File: config.mk
export PLATFORM = sky130hd
export DESIGN_NAME = sobel_window_gen
export DESIGN_NICKNAME = d
export VERILOG_FILES = /design/src/rtl/sobel_window_gen.sv
export SDC_FILE = /design/constraint.sdc
export NUM_CORES = 1
export LEC_CHECK = 0
export CAP_MARGIN = 5
export CORE_ASPECT_RATIO = 0.9
export CORE_MARGIN = 1
export CORE_UTILIZATION = 45
export DETAILED_ROUTE_END_ITERATION = 8
export PLACE_DENSITY = 0.68
export SLEW_MARGIN = 20
export SYNTH_ARGS = -nofsm -noshare
export SYNTH_HDL_FRONTEND = slang
export SYNTH_SLANG_ARGS = --single-unit
File: constraint.sdc
create_clock -name clk -period 4.2 [get_ports clk]
set_clock_uncertainty 0.2 [all_clocks]
set_input_delay 1.05 -clock clk [delete_from_list [all_inputs] [get_ports clk]]
set_output_delay 1.05 -clock clk [all_outputs]
set_load 0.01 [all_outputs]
File: src/rtl/sobel_window_gen.sv
// Purpose: turns a raster pixel stream into 3x3 windows for a Sobel stage, using two line buffers.
// Latency: a window is presented one cycle after the pixel that completes it is accepted.
// Backpressure: pixel_ready drops while a window is held and not yet consumed (sobel_done low).
module sobel_window_gen #(
    parameter int IMG_WIDTH  = 64,
    parameter int IMG_HEIGHT = 48
) (
    input  logic                  clk,
    input  logic                  rst,
    input  logic [7:0]            pixel_in,
    input  logic                  pixel_valid,
    input  logic                  pixel_sof,
    output logic                  pixel_ready,
    output logic [2:0][2:0][7:0]  comp_matrix,
    output logic                  sobel_en,
    input  logic                  sobel_done,
    output logic [9:0]            win_x,
    output logic [9:0]            win_y,
    output logic                  frame_done
);

    localparam int         AW     = (IMG_WIDTH > 1) ? $clog2(IMG_WIDTH) : 1;
    localparam logic [9:0] X_LAST = 10'(IMG_WIDTH - 1);
    localparam logic [9:0] Y_LAST = 10'(IMG_HEIGHT - 1);

    typedef enum logic [1:0] {
        IDLE,
        FILL,
        STREAM
    } state_t;

    state_t          state;
    logic [9:0]      x;
    logic [9:0]      y;
    logic [9:0]      cur_x;
    logic [9:0]      cur_y;
    logic [9:0]      nxt_x;
    logic [9:0]      nxt_y;
    logic            accept;
    logic            complete;
    logic            last_pix;
    logic [AW-1:0]   rd_idx;

    // lb1 holds row y-1, lb2 holds row y-2
    logic [7:0]      lb1 [0:IMG_WIDTH-1];
    logic [7:0]      lb2 [0:IMG_WIDTH-1];

    // Column vectors indexed by window row: [0]=row y, [1]=row y-1, [2]=row y-2
    logic [2:0][7:0] new_col;
    logic [2:0][7:0] col0;
    logic [2:0][7:0] col1;

    // Ready only depends on whether a held window is still waiting for the consumer
    assign pixel_ready = !(sobel_en && !sobel_done);
    assign accept      = pixel_valid && pixel_ready;

    // A start-of-frame pixel is position (0,0) whatever the counters say
    assign cur_x    = pixel_sof ? '0 : x;
    assign cur_y    = pixel_sof ? '0 : y;
    assign rd_idx   = cur_x[AW-1:0];
    assign new_col  = {lb2[rd_idx], lb1[rd_idx], pixel_in};
    assign complete = (cur_x >= 10'd2) && (cur_y >= 10'd2);
    assign last_pix = (cur_x == X_LAST) && (cur_y == Y_LAST);

    // Raster position of the pixel after the one being accepted
    always_comb begin
        nxt_x = cur_x + 10'd1;
        nxt_y = cur_y;
        if (cur_x == X_LAST) begin
            nxt_x = '0;
            nxt_y = (cur_y == Y_LAST) ? '0 : cur_y + 10'd1;
        end
    end

    // Line buffers: the accepted column shifts down one row; contents survive reset
    always_ff @(posedge clk) begin
        if (!rst && accept) begin
            lb2[rd_idx] <= lb1[rd_idx];
            lb1[rd_idx] <= pixel_in;
        end
    end

    // Counters, column shift register and the held window toward the Sobel stage
    always_ff @(posedge clk) begin
        if (rst) begin
            x           <= '0;
            y           <= '0;
            col0        <= '0;
            col1        <= '0;
            sobel_en    <= 1'b0;
            comp_matrix <= '0;
            win_x       <= '0;
            win_y       <= '0;
        end else begin
            if (accept) begin
                x    <= nxt_x;
                y    <= nxt_y;
                col1 <= col0;
                col0 <= new_col;
            end
            if (accept && complete) begin
                sobel_en <= 1'b1;
                for (int r = 0; r < 3; r++) begin
                    comp_matrix[r] <= {col1[r], col0[r], new_col[r]};
                end
                win_x <= cur_x - 10'd1;
                win_y <= cur_y - 10'd1;
            end else if (sobel_done) begin
                sobel_en <= 1'b0;
            end
        end
    end

    // Frame-level state machine; frame_done is a registered one-cycle pulse
    always_ff @(posedge clk) begin
        if (rst) begin
            state      <= IDLE;
            frame_done <= 1'b0;
        end else begin
            frame_done <= 1'b0;
            if (accept) begin
                if (pixel_sof) begin
                    state <= FILL;
                end else begin
                    case (state)
                        IDLE:    state <= FILL;
                        FILL:    if (nxt_y == 10'd2) state <= STREAM;
                        STREAM: begin
                            if (last_pix) begin
                                state      <= IDLE;
                                frame_done <= 1'b1;
                            end
                        end
                        default: state <= IDLE;
                    endcase
                end
            end
        end
    end

endmodule

==> flow_summary.toml <==
[clock_network]
clkSlewWorstSetupHoldPaths_ps = 60
cts_tree = "done"
cts_buffer_depth = 3
clk_latency_ps = 720
cts-root-buf = "clkbuf_16"
numCtsBuffers = 115
clock-sinks = 1188
htreeDepth = 3

[sta]
rsz0062_at_grt = "false"
fmax_mhz = 237
hold_violations = 0
worst_slack_ps = -17.4
post-route-min-period_ps = 4220
timing.final.crit_share_pct = 100
setup_violations = 3
tns_ps = -49.3
worstMarginPinSlew_ps = 1100
slew_violations = 0
max_slew_margin_pct = 27.0

[finish]
syn_to_final_growth_pct = 17.9
postLayoutCoreUtil_pct = 53.6
layout.filler_cells = 8307
drive_above_1_share_pct = 17.1
multi_input_area_um2 = 11900
final_area_um2 = 55500
seq_area_um2 = 34000
nets = 3496

[placement]
port-buffer-count = 107
hpwl_mm = 101
gp_congestion = 1.03
placed_area_um2 = 51700

[critical_path]
crit_required_ps = 4390
r2r_start = "x[0]"
r2r_cells = 9
crit_slowest_cell = "a2111oi_0"
cp_cell_sequence = "buf_12 -> buf_12 -> mux2i_1 -> o22ai_1 -> a2111oi_0 -> o2111ai_1 -> nor4_2 -> inv_2 -> buf_12"
reg2reg_to = "lb2[31][1]"
reg2reg_slack_ps = -20
path_class = "reg -> reg"
startpoint_type = "register"
crit_path_end_kind = "register"
slowest_delay_ps = 820
crit_path_frequent_cell = "buf_12"
worstPathMaxFanout = 40
cp.arrival_ps = 4410

[die]
die-area_um2 = 106000
start_util_pct = 45.4
core_area_um2 = 104000
die_y_um = 309
fp-row-count = 112
io_pins = 108
die_x_um = 343

[logic_synthesis]
synth-compound-area-share_pct = 10.7
ys_ff_latch = 1188
async_reset_ff_share_pct = 0
synth_mux_area_share_pct = 7.15
synth.area.top_cells = "edfxtp_1 (65%), dfxtp_1 (7.0%), mux2i_1 (5.3%)"
ys_seq_area_share_pct = 72.3
yosysWarnings = 0
synth_top_cell_by_area = "edfxtp_1"
synth_edf_count = 1024
synth_xor_area_share_pct = 0.186
synthSimpleGateAreaFrac_pct = 6.93
netlist_instances = 3173
ys_types = 91
synth_adder_area_share_pct = 0.133
synth_top_area_share_pct = 65.3
synthFlopType = "edfxtp_1"
avgSynthCellArea_um2 = 14.8
synth_top_family_by_area = "compound AO/OA/AOI/OAI gates"
syn_area_um2 = 47100
syn_nets = 3191

[route]
ant_nets = 0
dr.pass1.iters = 6
drc_errors = 0
wl_mm = 153
drtIter0Drc = 4872
via_count = 31200
wl_per_cell_um = 31.0
routed_via_density = 6.30

[global_route]
grt_usage_pct = 28.5
grt_pass1_wl_mm = 214
grt_pass1_vias = 28300
gr-total-overflow = 0
grt_max_degree = 74
antenna_found_initial = 4

[hold_path]
hp-class = "reg -> reg"
worstHoldPathCells = 2
hold_start = "col1[15]"
hold_end = "comp_matrix[47]"

[power_and_ir_drop]
peakVddDrop_mv = 0.338
power_density_nw_per_um2 = 443
leakagePower_nw = 18.1

[run_status]
outcome = "finished with violations"
violations = "setup timing"

[run]
cap_violations = 0
-- cells in the final DEF (no fill, tap or decap), drive strengths merged, types with 30 or more instances in the layout --
| cell | n |
|---|---|
| o22ai | 91 |
| a22o | 30 |
| clkbuf | 154 |
| mux2i | 250 |
| a31oi | 30 |
| edfxtp | 1024 |
| o21ai | 126 |
| dfxtp | 164 |
| a21oi | 203 |
| clkdlybuf4s50 | 97 |
| clkinv | 51 |
| nand3 | 33 |
| nand2 | 296 |
| a211oi | 45 |
| nor2 | 140 |
| buf | 322 |
-- stage by stage --
step                      std cells  hold WS, ps  worst slack, ps  total power, W
after floorplan                3173          232             -130          0.0137
after global placement         4728          239             -241          0.0144
after detailed placement       4728          242             -189          0.0144
after CTS                      4943          251             60.2          0.0246
after global routing           4944          268             76.0          0.0251
final                          4947          252            -17.4          0.0246
-- cell type report --
cell class | count | share of cell area (%)
clock buffer | 154 | 5.78
timing repair buffer | 419 | 7.15
tap | 1368 | 3.08
inverter | 20 | 0.135
multi-input combinational | 1734 | 21.5
clock inverter | 61 | 1.06
sequential | 1188 | 61.3
antenna | 3 | 0.0135
-- state kept, by name, summed over array words and instances, names as in the netlist --
register / count
y: 10
x: 10
comp_matrix: 72
sobel_en: 1
frame_done: 1
state: 2
col0: 24
lb2: 512
col1: 24
lb1: 512
win_x: 10
win_y: 10
-- worst max-delay path by stage --
stage / cells after the start / from / end
after floorplan: 6 / pixel_sof / lb1[60][0]
after CTS: 8 / x[0] / lb2[23][0]
final: 9 / x[0] / lb2[31][1]
after detailed placement: 12 / pixel_sof / lb2[34][0]
after global placement: 9 / pixel_sof / lb2[34][0]
after global routing: 10 / x[0] / lb2[17][0]
-- repair_timing --
action / CTS / global route
endpoints found under the setup margin: 0 / 71
resized for setup: 0 / 2
buffers inserted: 0 / 1
hold buffers: 0 / 0
-- synth_stat cells, types with 8 or more instances --
cell type	instances
a2111oi_0	25
a211oi_1	45
a21oi_1	203
a221o_1	8
a221oi_1	26
a22o_1	30
a22oi_1	24
a31oi_1	30
a41oi_1	8
and2_1	22
and3_1	10
and3b_1	18
buf_1	15
buf_2	74
buf_4	27
buf_6	12
clkbuf_1	102
dfxtp_1	164
edfxtp_1	1024
inv_1	16
mux2_2	27
mux2i_1	250
mux4_2	25
nand2_1	296
nand2b_1	15
nand3_1	33
nand3b_1	27
nor2_1	138
nor2b_1	18
nor3_1	12
nor4_1	8
o21a_1	8
o21ai_0	124
o221ai_1	8
o22a_1	19
o22ai_1	91
o2bb2ai_1	26
o31ai_1	10
or3b_2	10
-- report_power, final --
group	switching, W	total [W]	internal [W]
Clock	0.00444	0.0104	0.00598
Sequential	0.0000493	0.0129	0.0129
Combinational	0.000856	0.00124	0.000379
-- worst max-delay path: cells and delay by family (launching register included) --
family | cells | cell delay [ps]
flip-flops | 1 | 690
AO/OA/AOI/OAI | 3 | 1330
AND/OR/NAND/NOR | 1 | 330
buffers and inverters | 4 | 810
multiplexers | 1 | 390
-- logic make-up after synthesis --
kind of cell	count (synthesis)
compound gates	756
xor+xnor	10
fa+ha+maj	5
buf+inv	251
flops	1188
mux	302
simple gates	661
-- routing by layer --
metal / up-vias / wire length [um] / GRT usage (%)
li1: 13000 / - / -
met1: 15500 / 59700 / 41.2
met2: 2331 / 66000 / 41.2
met3: 358 / 20300 / 6.88
met4: 0 / 7200 / 11.5
met5: - / 0 / 0
Power figures use the tool's default switching activity.
